<file path="src/rtl/sram_fifo_pkg.sv">
// Shared constants and types for the SRAM-backed FIFO controller.
package sram_fifo_pkg;
  localparam int DEF_ADDR_WIDTH = 4;
  localparam int DEF_WORD_DEPTH = 16;
  localparam int DEF_WORD_WIDTH = 8;

  // SRAM write-enable polarity: low writes, high reads.
  localparam logic SRAM_WE_WRITE = 1'b0;
  localparam logic SRAM_WE_READ  = 1'b1;

  // Operation granted on the single SRAM port this cycle.
  typedef enum logic [1:0] {
    OP_IDLE = 2'd0,
    OP_PUSH = 2'd1,
    OP_POP  = 2'd2
  } fifo_op_e;
endpackage

</file>
<file path="src/rtl/sram_fifo_ptr.sv">
// Read/write pointers, occupancy count and registered full/empty flags.
module sram_fifo_ptr
  import sram_fifo_pkg::*;
#(
  parameter int ADDR_WIDTH = DEF_ADDR_WIDTH,
  parameter int WORD_DEPTH = DEF_WORD_DEPTH
) (
  input  logic                  clk,
  input  logic                  rst,
  input  fifo_op_e              op_i,
  output logic [ADDR_WIDTH-1:0] wr_ptr_o,
  output logic [ADDR_WIDTH-1:0] rd_ptr_o,
  output logic [ADDR_WIDTH:0]   count_o,
  output logic                  full_o,
  output logic                  empty_o
);
  localparam logic [ADDR_WIDTH-1:0] LAST_PTR = ADDR_WIDTH'(WORD_DEPTH - 1);
  localparam logic [ADDR_WIDTH:0]   DEPTH_C  = (ADDR_WIDTH + 1)'(WORD_DEPTH);

  logic [ADDR_WIDTH-1:0] wr_ptr_q, wr_ptr_d, rd_ptr_q, rd_ptr_d;
  logic [ADDR_WIDTH:0]   count_q, count_d;
  logic                  full_q, full_d, empty_q, empty_d;

  // Explicit wrap so a non-power-of-two depth still cycles without gaps.
  function automatic logic [ADDR_WIDTH-1:0] nxt(input logic [ADDR_WIDTH-1:0] p);
    return (p == LAST_PTR) ? '0 : p + 1'b1;
  endfunction

  // Next-state: push and pop are mutually exclusive, so count moves by one.
  always_comb begin
    wr_ptr_d = wr_ptr_q;
    rd_ptr_d = rd_ptr_q;
    count_d  = count_q;
    case (op_i)
      OP_PUSH: begin
        wr_ptr_d = nxt(wr_ptr_q);
        count_d  = count_q + 1'b1;
      end
      OP_POP: begin
        rd_ptr_d = nxt(rd_ptr_q);
        count_d  = count_q - 1'b1;
      end
      default: ;
    endcase
    full_d  = (count_d == DEPTH_C);
    empty_d = (count_d == '0);
  end

  // State registers.
  always_ff @(posedge clk or posedge rst) begin
    if (rst) begin
      wr_ptr_q <= '0;
      rd_ptr_q <= '0;
      count_q  <= '0;
      full_q   <= 1'b0;
      empty_q  <= 1'b1;
    end else begin
      wr_ptr_q <= wr_ptr_d;
      rd_ptr_q <= rd_ptr_d;
      count_q  <= count_d;
      full_q   <= full_d;
      empty_q  <= empty_d;
    end
  end

  assign wr_ptr_o = wr_ptr_q;
  assign rd_ptr_o = rd_ptr_q;
  assign count_o  = count_q;
  assign full_o   = full_q;
  assign empty_o  = empty_q;
endmodule

</file>
<file path="src/rtl/sram_fifo_ctrl.sv">
// FIFO controller driving an external single-port SRAM with registered read
// data. Pop has priority on the shared port; a pushing producer is stalled.
// Optional sticky overflow/underflow flags: define SRAM_FIFO_ERR_FLAGS_EN.
module sram_fifo_ctrl
  import sram_fifo_pkg::*;
#(
  parameter int ADDR_WIDTH = DEF_ADDR_WIDTH,
  parameter int WORD_DEPTH = DEF_WORD_DEPTH,
  parameter int WORD_WIDTH = DEF_WORD_WIDTH
) (
  input  logic                  clk,
  input  logic                  rst,
  input  logic                  push_valid,
  input  logic [WORD_WIDTH-1:0] push_data,
  output logic                  push_ready,
  input  logic                  pop_req,
  output logic                  pop_valid,
  output logic [WORD_WIDTH-1:0] pop_data,
  output logic                  full,
  output logic                  empty,
  output logic [ADDR_WIDTH:0]   count,
  output logic [ADDR_WIDTH-1:0] sram_addr,
  output logic [WORD_WIDTH-1:0] sram_din,
  output logic                  sram_we,
  input  logic [WORD_WIDTH-1:0] sram_dout
`ifdef SRAM_FIFO_ERR_FLAGS_EN
  ,
  output logic                  ovf_err,
  output logic                  udf_err
`endif
);
  logic [ADDR_WIDTH-1:0] wr_ptr, rd_ptr;
  logic                  pop_acc, push_acc;
  logic                  pop_valid_q, pop_valid_d;
  logic [WORD_WIDTH-1:0] din_q, din_d;
  fifo_op_e              op;

  // Grant: reset blocks everything so the SRAM never sees a write during rst.
  always_comb begin
    pop_acc    = !rst && pop_req && !empty;
    push_ready = !rst && !full && !(pop_req && !empty);
    push_acc   = push_valid && push_ready;
    op         = OP_IDLE;
    if (pop_acc)       op = OP_POP;
    else if (push_acc) op = OP_PUSH;
  end

  // SRAM port: idle cycles park on a read of rd_ptr and hold the write data.
  always_comb begin
    sram_we     = SRAM_WE_READ;
    sram_addr   = rd_ptr;
    din_d       = din_q;
    if (op == OP_PUSH) begin
      sram_we   = SRAM_WE_WRITE;
      sram_addr = wr_ptr;
      din_d     = push_data;
    end
    sram_din    = din_d;
    pop_valid_d = (op == OP_POP);
  end

  // Read-valid tracking and held write data.
  always_ff @(posedge clk or posedge rst) begin
    if (rst) begin
      pop_valid_q <= 1'b0;
      din_q       <= '0;
    end else begin
      pop_valid_q <= pop_valid_d;
      din_q       <= din_d;
    end
  end

  // SRAM output is already registered, so it is forwarded in the valid cycle.
  assign pop_valid = pop_valid_q;
  assign pop_data  = pop_valid_q ? sram_dout : '0;

  sram_fifo_ptr #(
    .ADDR_WIDTH(ADDR_WIDTH),
    .WORD_DEPTH(WORD_DEPTH)
  ) u_ptr (
    .clk     (clk),
    .rst     (rst),
    .op_i    (op),
    .wr_ptr_o(wr_ptr),
    .rd_ptr_o(rd_ptr),
    .count_o (count),
    .full_o  (full),
    .empty_o (empty)
  );

`ifdef SRAM_FIFO_ERR_FLAGS_EN
  logic ovf_q, udf_q;

  // Sticky error flags, cleared only by reset.
  always_ff @(posedge clk or posedge rst) begin
    if (rst) begin
      ovf_q <= 1'b0;
      udf_q <= 1'b0;
    end else begin
      ovf_q <= ovf_q | (push_valid && full);
      udf_q <= udf_q | (pop_req && empty);
    end
  end

  assign ovf_err = ovf_q;
  assign udf_err = udf_q;
`endif
endmodule

</file>
<file path="config.mk">
export PLATFORM = sky130hd
export DESIGN_NAME = sram_fifo_ctrl
export DESIGN_NICKNAME = d
export VERILOG_FILES = /design/src/rtl/sram_fifo_pkg.sv /design/src/rtl/sram_fifo_ptr.sv /design/src/rtl/sram_fifo_ctrl.sv
export SDC_FILE = /design/constraint.sdc
export NUM_CORES = 1
export LEC_CHECK = 0
export CAP_MARGIN = 20
export CELL_PAD_IN_SITES_DETAIL_PLACEMENT = 2
export CELL_PAD_IN_SITES_GLOBAL_PLACEMENT = 2
export CORE_MARGIN = 5
export CORE_UTILIZATION = 28
export CTS_BUF_LIST = sky130_fd_sc_hd__clkbuf_4 sky130_fd_sc_hd__clkbuf_8
export DETAILED_ROUTE_END_ITERATION = 8
export PLACE_DENSITY = 0.85
export SKIP_CTS_REPAIR_TIMING = 1
export SLEW_MARGIN = 20
export SYNTH_ARGS = -nofsm -noshare
export SYNTH_HDL_FRONTEND = slang
export SYNTH_HIERARCHICAL = 1
export SYNTH_SLANG_ARGS = --single-unit
</file>
<file path="constraint.sdc">
create_clock -name clk -period 3.6 [get_ports clk]
set_input_delay 0.36 -clock clk [delete_from_list [all_inputs] [get_ports clk]]
set_output_delay 0.36 -clock clk [all_outputs]
set_load 0.1 [all_outputs]
</file>
Yosys cells after proc, flatten, opt, wreduce, memory -nomap -nowiden
Cells that the tools add are included.

storage, ports and cells
  bits in registers = 24
  latch bits = 0
  bits in writable memories = 0
  ROM bits = 0
  bits of input ports = 20
  output and inout port bits = 30
  memories kept = 0

operators by class
  add/subtract/negate cells = 4
  $mul = 0
  div/mod/pow operators = 0
  $lt $le $gt $ge = 0
  eq/ne operators = 5
  shift-type cells = 0
  muxes and demuxes = 9
  bitwise logic cells = 0
  reductions and logical operators = 11

operators by type and width
  cell                 count
  $mux 8               2
  $mux 4               3
  $pmux 5 s2           1
  $add 4x1->4 const B  2
  $eq 4x4->1 const B   2
  $logic_and 1x1->1    6
  $add 5x1->5 const B  1
  $eq 5x5->1 const B   1
  $logic_not 5->1      1
  $sub 5x1->5 const B  1
  $logic_not 1->1      4
  $eq 2x1->1 const B   1
  $eq 2x2->1 const B   1
  $mux 1               2
  $mux 2               1

Logic depth before layout (Yosys ltp)
Gate-level depths: netlist of the first run.

  depth in word-level cells = 10
  gate-level depth with buffers = 14
  mapped depth without buffers = 11

Cells and area by module
The synthesis of the first run kept the hierarchy.

modules (own cells, without submodules)
  module          instances  cells an instance  area each (um^2)
  sram_fifo_ptr   1          82                 875.8
  sram_fifo_ctrl  1          39                 521.8

Least setup slack after synthesis of the first run
No wires, ideal clock.

  path type = register to register
  start point = register u_ptr.empty_q (netlist: u_ptr/empty_o)
  end point = register u_ptr.full_q (netlist: u_ptr/full_o)
  setup time = 80 ps
  arrival time = 3158 ps
  data required time = 3520 ps
  path slack = 362 ps
  stages on the path, launching flop included = 15
  path buffers = 3
  clock period less this slack = 3238 ps
  path through = dfstp_2 > nand2b_4 > and3_4 > buf_6 > buf_12 > inv_1 > ha_1 > buf_4 > xor2_1 > ha_1 > a21oi_1 > mux2i_1 > xnor2_1 > or2_1 > nor3b_2

on the way
  cells in the longest elaborated chain, start to end = 10

ends and longest elaborated chain
  item                                             line                                        text
  start, declared                                  sram_fifo_ptr.sv:22                         logic full_q, full_d, empty_q, empty_d;
  start signal, assigned                           sram_fifo_ptr.sv:62                         empty_q <= empty_d;
  $logic_not 1->1 (*)                              sram_fifo_ctrl.sv:40, sram_fifo_ctrl.sv:41
  $logic_and 1x1->1                                sram_fifo_ctrl.sv:41                        push_ready = !rst && !full && !(pop_req && !empty);
  $logic_not 1->1                                  sram_fifo_ctrl.sv:41
  $logic_and 1x1->1                                sram_fifo_ctrl.sv:41
  $logic_and 1x1->1                                sram_fifo_ctrl.sv:42                        push_acc = push_valid && push_ready;
  $mux 1                                           sram_fifo_ctrl.sv:45                        else if (push_acc) op = OP_PUSH;
  $mux 2 (*)                                       sram_fifo_ctrl.sv:44                        if (pop_acc) op = OP_POP;
  named net op[0]                                  sram_fifo_ctrl.sv:36                        fifo_op_e op;
  $eq 2x2->1 / $eq 2x1->1 (equally long branches)  sram_fifo_ptr.sv:34                         case (op_i)
  $pmux 5 s2 (*)                                   sram_fifo_ptr.sv:34
  named net u_ptr.count_d[2]                       sram_fifo_ptr.sv:21                         logic [ADDR_WIDTH:0] count_q, count_d;
  $eq 5x5->1 (*)                                   sram_fifo_ptr.sv:45                         full_d = (count_d == DEPTH_C);
  named net u_ptr.full_d                           sram_fifo_ptr.sv:22
  end signal, assigned                             sram_fifo_ptr.sv:61                         full_q <= full_d;
  end, declared                                    sram_fifo_ptr.sv:22

Mark *: on every way through the listed nets, which the timed path passes. The rest lies on a longest branch.
A chain may end at the register's enable or synchronous reset.

Worst setup path after layout of the first run
  start point = input port rst
  end point = register u_ptr.full_q (netlist: u_ptr/full_o)

on the way
  cells in the longest elaborated chain, start to end = 9

ends and longest elaborated chain
  item                                             line                  text
  start, declared                                  sram_fifo_ctrl.sv:12  input logic rst,
  $logic_not 1->1 (no source line) (*)             n/a
  $logic_and 1x1->1 (2 in series)                  sram_fifo_ctrl.sv:41
  $logic_and 1x1->1                                sram_fifo_ctrl.sv:42
  $mux 1                                           sram_fifo_ctrl.sv:45
  $mux 2 (*)                                       sram_fifo_ctrl.sv:44
  $eq 2x2->1 / $eq 2x1->1 (equally long branches)  sram_fifo_ptr.sv:34
  $pmux 5 s2 (*)                                   sram_fifo_ptr.sv:34
  named net u_ptr.count_d[4]                       sram_fifo_ptr.sv:21
  $eq 5x5->1 (*)                                   sram_fifo_ptr.sv:45
  named net u_ptr.full_d                           sram_fifo_ptr.sv:22

Marks and branches as above.

==> flow_summary.toml, run 1 <==
[critical_path]
cp_cell_sequence = "clkdlybuf4s50_1 > nor2_1 > and3_4 > inv_1 > ha_1 > xor2_1 > ha_1 > nor2_1 > o21ai_0 > o2111ai_1 > xnor2_1 > nor3b_2"
critPathTopFamily = "simple AND/OR/NAND/NOR gates"
critPathBufInv = 2
end_kind = "flip-flop"
max_stage_delay_ns = 0.48
path_class = "in2reg"
critPathSlowestCell = "clkdlybuf4s50_1"
start_kind = "input pin"
arrival_ns = 3.22
required_ns = 3.80
critPathMaxFanout = 15

[synth]
synth.distinct_cells = 38
synth_ff_type = "dfrtp_1"
yosys.area_share.xor_xnor_pct = 4.39
yosys_warnings = 6
synth_mux_area_share_pct = 15.7
syn_nets = 147
synth_simple_gate_area_share_pct = 17.1
synthCells = 121
synth_compound_area_share_pct = 8.15
avgSynthCellArea_um2 = 11.6
async_flop_share_pct = 100
ys_ff_latch = 24
synth_edf_count = 0
synth_top_family_by_area = "simple AND/OR/NAND/NOR gates"
synth_area_um2 = 1400
ys_seq_area_share_pct = 43.1
synthAdderAreaFrac_pct = 5.37

[global_route]
antenna_found_initial = 0
gr-usage-all-layers_pct = 13.0
grt_pass1_vias = 1260
grt_pass1_wl_um = 6490
overflow = 0
grt_max_degree = 16

[timing]
period_share_pct = 83.9
fmax_mhz = 331
slew_headroom_pct = 34.5
setup_viol = 0
hold_viol = 0
rsz0062_at_grt = "no"
tightest_slew_ns = 0.979
fin_skew_ns = 0.00220
drv_slew = 0
period_minus_slack_ns = 3.02
tns_ns = 0

[worst_hold_path]
hold_path_class = "in2async"

[clocking]
cts.path.max_buffers = 2
cts-root-buf = "clkbuf_8"
clkTransAtPathRegs_ns = 0.08
numCtsBuffers = 3
insertion_delay_ns = 0.27
ctsHtreeMaxLevel = 1
cts.sinks = 24
cts_tree = "yes"

[finish]
area_growth_pct = 36.3
mostFrequentLayoutCell = "clkdlybuf4s50_1"
layout_common_cells = "clkdlybuf4s50_1 (27), dfrtp_1 (23), buf_4 (22)"
num-nets-final = 196
drive_above_1_share_pct = 29.0
diodes = 0

[routing]
vias_per_cell = 4.64
drc_errors = 0
drt_iter0_drc = 37
drtAntennaViolNets = 0
drt-total-wl_um = 4000
vias = 1096
dr.pass1.iters = 5
wl_per_cell_um = 16.9

[floorplan]
die_h_um = 80.7
start_util_pct = 29.2
row_count = 25
pin_count = 50
fp.coreArea_um2 = 4790
dieArea_um2 = 6500
die_w_um = 80.7

[status]
status = "completed"

[job]
maxCapViolations = 0

[placement]
io_buffers = 49
gp_congestion = 0.753
dp.final_hpwl_um = 3180
[worst reg2reg max path, cell delays in order, from the launching register on]
cell and delay [ns]:
dfstp_2 0.54, nand2b_4 0.13, and3_4 0.34, inv_1 0.10
ha_1 0.34, xor2_1 0.21, ha_1 0.21, nor2_1 0.07
o21ai_0 0.21, o2111ai_1 0.21, xnor2_1 0.31, nor3b_2 0.21
[per-layer routing]
layer	routed length [µm]	part of all wire [%]	track usage, %	up-vias
li1	-	-	-	512
met1	1680	42	15.5	538
met2	1990	50	23.2	42
met3	295	7.4	3.81	4
met4	35	0.88	2.53	0
met5	0	0	0	-
[cell usage after synthesis, types with 2 or more instances]
cell type / instances / area (µm²)
dfrtp_1: 23 / 576
and2_1: 10 / 62.6
mux2_4: 8 / 120
inv_1: 7 / 26.3
ha_1: 6 / 75.1
mux2_2: 6 / 67.6
nand2_1: 6 / 22.5
xnor2_1: 6 / 52.6
nor2_1: 5 / 18.8
nand3_1: 4 / 20.0
o21ai_0: 4 / 20.0
a21oi_1: 3 / 15.0
buf_6: 3 / 33.8
mux2i_1: 2 / 20.0
nand4_1: 2 / 12.5
nor2b_1: 2 / 12.5
o2111ai_1: 2 / 17.5
o21ai_1: 2 / 10.0
[per-stage QoR]
stage | utilization, % | worst slack (ns) | hold slack [ns] | area [µm²] | std cells
6_report | 39.8 | 0.580 | 0.474 | 1900 | 236
4_1_cts | 39.8 | 0.536 | 0.491 | 1900 | 236
2_1_floorplan | - | 0.362 | 0.188 | 1400 | 121
3_3_place_gp | 38.8 | 0.457 | 0.477 | 1860 | 232
5_1_grt | 39.8 | 0.320 | 0.509 | 1900 | 236
3_5_place_dp | 38.8 | 0.300 | 0.482 | 1860 | 232
[layout make-up]
cell class | instances | area, µm²
Tap cell | 67 | 83.8
Sequential cell | 24 | 602
Clock buffer | 4 | 48.8
Fill cell | 502 | 2880
Multi-Input combinational cell | 85 | 708
Timing Repair Buffer | 49 | 435
Inverter | 7 | 26.3
[sequential cells by signal, indices dropped and copies added, names as in the netlist]
register / count
u_ptr/wr_ptr_o: 4
din_q: 8
pop_valid: 1
u_ptr/rd_ptr_o: 4
u_ptr/empty_o: 1
u_ptr/full_o: 1
u_ptr/count_o: 5
[cells by family (layout without fill, tap and decap cells)]
kind of cell	Yosys count	after routing
XOR/XNOR	7	7
multiplexers	17	17
AO/OA/AOI/OAI	17	17
flip-flops	24	24
adder cells (fa/ha/maj)	6	6
buffers and inverters	12	60
AND/OR/NAND/NOR	38	38
[final timing paths]
kind                            depth (start not counted)           from                end  slack [ns]
worst max-delay path                                   12            rst       u_ptr/full_o        0.58
worst min-delay path                                    2            rst          pop_valid        0.47
worst max register to register                         11  u_ptr/empty_o       u_ptr/full_o        0.65
worst min register to register                          1       din_q[0]           din_q[0]        0.50
max in group asynchronous                               2            rst  u_ptr/wr_ptr_o[2]        2.58
min in group clk                                        1       din_q[0]           din_q[0]        0.50
Power of run 1 is not shown: default switching activity piles up to over one toggle a cycle in this logic, so the estimate is an artifact.
==> run 2: changes to the inputs <==
--- a/config.mk
+++ b/config.mk
@@ -9,10 +9,10 @@
 export CELL_PAD_IN_SITES_DETAIL_PLACEMENT = 2
 export CELL_PAD_IN_SITES_GLOBAL_PLACEMENT = 2
 export CORE_MARGIN = 5
-export CORE_UTILIZATION = 28
+export CORE_UTILIZATION = 26
 export CTS_BUF_LIST = sky130_fd_sc_hd__clkbuf_4 sky130_fd_sc_hd__clkbuf_8
 export DETAILED_ROUTE_END_ITERATION = 8
-export PLACE_DENSITY = 0.85
+export PLACE_DENSITY = 0.83
 export SKIP_CTS_REPAIR_TIMING = 1
 export SLEW_MARGIN = 20
 export SYNTH_ARGS = -nofsm -noshare
==> constraint.sdc (replaced) <==
create_clock -name clk -period 2.6 [get_ports clk]
set_input_delay 0.26 -clock clk [delete_from_list [all_inputs] [get_ports clk]]
set_output_delay 0.26 -clock clk [all_outputs]
set_load 0.1 [all_outputs]
==> flow_summary.toml, run 2 (synthesis gave the netlist of run 1 again) <==
[clocking]
ctsHtreeMaxLevel = 1
insertion_delay_ns = 0.27
cts-root-buf = "clkbuf_8"
clkTransAtPathRegs_ns = 0.09
numCtsBuffers = 3
cts_tree = "yes"
cts.path.max_buffers = 2
cts.sinks = 24

[global_route]
antenna_found_initial = 0
gr-usage-all-layers_pct = 12.7
overflow = 0
grt_pass1_vias = 1300
grt_pass1_wl_um = 7060
grt_max_degree = 16

[floorplan]
dieArea_um2 = 6940
start_util_pct = 27.0
row_count = 26
fp.coreArea_um2 = 5170
die_h_um = 83.3
pin_count = 50
die_w_um = 83.3

[placement]
dpl-instance-area_um2 = 2060
dp.final_hpwl_um = 3400
gp_congestion = 0.803
pre_cts_slack_ns = -0.144
io_buffers = 49

[routing]
dr.pass1.iters = 2
drt-total-wl_um = 4240
wl_per_cell_um = 17.4
vias_per_cell = 4.62
drt_iter0_drc = 20
vias = 1127
drtAntennaViolNets = 0
drc_errors = 0

[job]
maxCapViolations = 0

[timing]
drv_slew = 0
hold_viol = 0
slew_headroom_pct = 59.0
hold_slack_ns = 0.440
period_share_pct = 98.2
setup_viol = 0
tns_ns = 0
tightest_slew_ns = 0.615
period_minus_slack_ns = 2.55
worst_slack_ns = 0.0471
fmax_mhz = 392
rsz0062_at_grt = "yes"
fin_skew_ns = 0.00517

[finish]
largest-register = "din_q"
fill_cells = 529
fin_area_um2 = 2120
largest_register_ffs = 8
area_growth_pct = 51.9
diodes = 0
layout_common_cells = "dfrtp_1 (22), buf_4 (22), clkdlybuf4s50_1 (19)"
drive_above_1_share_pct = 38.5
num-nets-final = 201

[status]
status = "completed"

[critical_path]
end_kind = "flip-flop"
arrival_ns = 2.74
critPathMaxFanout = 4
start_kind = "flip-flop"
required_ns = 2.79
path_class = "reg2reg"

[worst_hold_path]
hold_path_class = "in2async"
[run 2: per-layer routing]
metal / GRT usage, % / routed length [µm]
met1: 13.3 / 1620
met2: 24.3 / 2350
met3: 4.16 / 231
met4: 2.53 / 35
met5: 0 / 0
[run 2: path summary, 6_finish.rpt]
kind	start	to	slack (ns)	cells past startpoint
hold reg to reg	u_ptr/rd_ptr_o[3]	u_ptr/rd_ptr_o[3]	0.51	1
min in group clk	u_ptr/rd_ptr_o[3]	u_ptr/rd_ptr_o[3]	0.51	1
hold / removal	rst	din_q[2]	0.44	3
setup / recovery	u_ptr/empty_o	u_ptr/full_o	0.05	11
setup reg to reg	u_ptr/empty_o	u_ptr/full_o	0.05	11
max in group asynchronous	rst	u_ptr/full_o	1.62	3
[run 2: cell type report]
| cell class | count | area [µm²] | area share (%) |
|---|---|---|---|
| Inverter | 7 | 31.3 | 1.47 |
| Sequential cell | 24 | 607 | 28.6 |
| Multi-Input combinational cell | 85 | 727 | 34.2 |
| Clock buffer | 4 | 55.1 | 2.59 |
| Tap cell | 70 | 87.6 | 4.12 |
| Timing Repair Buffer | 54 | 616 | 29.0 |
[run 2: critical path, cell delays in order, from the launching register on]
cell      delay, ns
dfstp_4        0.62
nand2b_4       0.13
and3_4         0.20
inv_6          0.04
ha_4           0.15
xor2_1         0.16
ha_2           0.21
a21oi_2        0.12
mux2i_1        0.26
xnor2_1        0.12
or2_1          0.27
nor3b_2        0.19
[run 2: metrics by stage]
stage	std cells	util (%)
final	244	41.0
after global routing	244	41.0
after CTS	243	40.9
after detailed placement	239	39.8
after global placement	239	39.8
after floorplan	121	-
Power of run 2 is left out for the same reason.
==> run 3: changes to the inputs <==
--- a/config.mk
+++ b/config.mk
@@ -8,7 +8,7 @@
 export CAP_MARGIN = 20
 export CELL_PAD_IN_SITES_DETAIL_PLACEMENT = 2
 export CELL_PAD_IN_SITES_GLOBAL_PLACEMENT = 2
-export CORE_MARGIN = 5
+export CORE_MARGIN = 2
 export CORE_UTILIZATION = 26
 export CTS_BUF_LIST = sky130_fd_sc_hd__clkbuf_4 sky130_fd_sc_hd__clkbuf_8
 export DETAILED_ROUTE_END_ITERATION = 8
==> flow_summary.toml, run 3 (synthesis gave the netlist of run 1 again) <==
[routing]
drt_iter0_drc = 20
dr.pass1.iters = 4
drt-total-wl_um = 4230
drc_errors = 0
vias_per_cell = 4.58
drtAntennaViolNets = 0
wl_per_cell_um = 17.1
vias = 1131

[clocking]
cts_tree = "yes"
clkTransAtPathRegs_ns = 0.08
cts-root-buf = "clkbuf_8"
cts.path.max_buffers = 2
ctsHtreeMaxLevel = 1
numCtsBuffers = 3
cts.sinks = 24
insertion_delay_ns = 0.27

[finish]
area_growth_pct = 55.5
largest_register_ffs = 8
final_core_util_pct = 42.3
mostFrequentLayoutCell = "buf_4"
multiInputGateArea_um2 = 754
num-nets-final = 204
layout_common_cells = "buf_4 (25), dfrtp_1 (22), clkdlybuf4s50_1 (19)"
diodes = 0
drive_above_1_share_pct = 42.4
fill_cells = 547
finalNonFillerCells = 247
largest-register = "din_q"
seq_area_um2 = 607

[timing]
slew_headroom_pct = 59.4
period_share_pct = 99.3
period_minus_slack_ns = 2.58
rsz0062_at_grt = "yes"
drv_slew = 0
fin_skew_ns = 0.000649
worst_slack_ns = 0.0192
tightest_slew_ns = 0.609
hold_slack_ns = 0.471
hold_viol = 0
setup_viol = 0
fmax_mhz = 387

[placement]
dpl.cell_count = 240
dp.final_hpwl_um = 3290
gp_congestion = 0.843
io_buffers = 49
pre_cts_slack_ns = -0.136

[global_route]
gr-usage-all-layers_pct = 14.9
grt.met2_usage_pct = 27.2
top_usage_layer = "met2"
antenna_found_initial = 0
overflow = 0
grtUsageMet1_pct = 16.5
grt_pass1_vias = 1343
grt_pass1_wl_um = 6960
grt_use_met3_pct = 2.71
grt_max_degree = 16

[critical_path]
end_kind = "flip-flop"
start_kind = "flip-flop"
arrival_ns = 2.78
required_ns = 2.80
path_class = "reg2reg"
critPathMaxFanout = 3
startpoint = "u_ptr/empty_o"
worstReg2RegStart = "u_ptr/empty_o"

[worst_hold_path]
hold_path_class = "in2async"

[floorplan]
fp.coreArea_um2 = 5140
die_h_um = 77.3
dieArea_um2 = 5980
start_util_pct = 27.2
row_count = 26
pin_count = 50
die_w_um = 77.3

[job]
maxCapViolations = 0

[status]
status = "completed"
run 3: layout make-up:
class / count / share of cell area, %
timing repair buffer: 57 / 29.4
sequential: 24 / 27.9
tap: 70 / 4.03
multi-input combinational: 85 / 34.7
clock buffer: 4 / 2.53
inverter: 7 / 1.44
run 3: through the flow:
step	TNS, ns	area (µm²)
2_1_floorplan	-0.847	1430
3_3_place_gp	0	2070
3_5_place_dp	-0.183	2070
4_1_cts	-0.00741	2120
5_1_grt	-0.171	2170
6_report	0	2170
run 3: layer usage:
layer | part of all wire, % | vias up
met3 | 4.4 | 5
li1 | - | 528
met2 | 56 | 35
met5 | 0 | -
met1 | 38 | 563
met4 | 1.9 | 0
run 3: final timing paths:
kind | end | cells past startpoint | slack, ns
max in group asynchronous | u_ptr/full_o | 3 | 1.60
setup reg to reg | u_ptr/empty_o | 11 | 0.02
setup / recovery | u_ptr/empty_o | 11 | 0.02
min in group clk | u_ptr/wr_ptr_o[3] | 1 | 0.52
hold / removal | din_q[0] | 3 | 0.47
hold reg to reg | u_ptr/wr_ptr_o[3] | 1 | 0.52
run 3: worst max-delay path: stages, from the launching register on:
cell      delay [ns]
dfstp_4         0.62
nand2b_4        0.12
and3_4          0.21
inv_6           0.04
ha_4            0.16
xor2_2          0.17
ha_2            0.22
a21oi_2         0.12
mux2i_1         0.27
xnor2_1         0.12
or2_1           0.28
nor3_2          0.18
Power of run 3 is left out for the same reason.
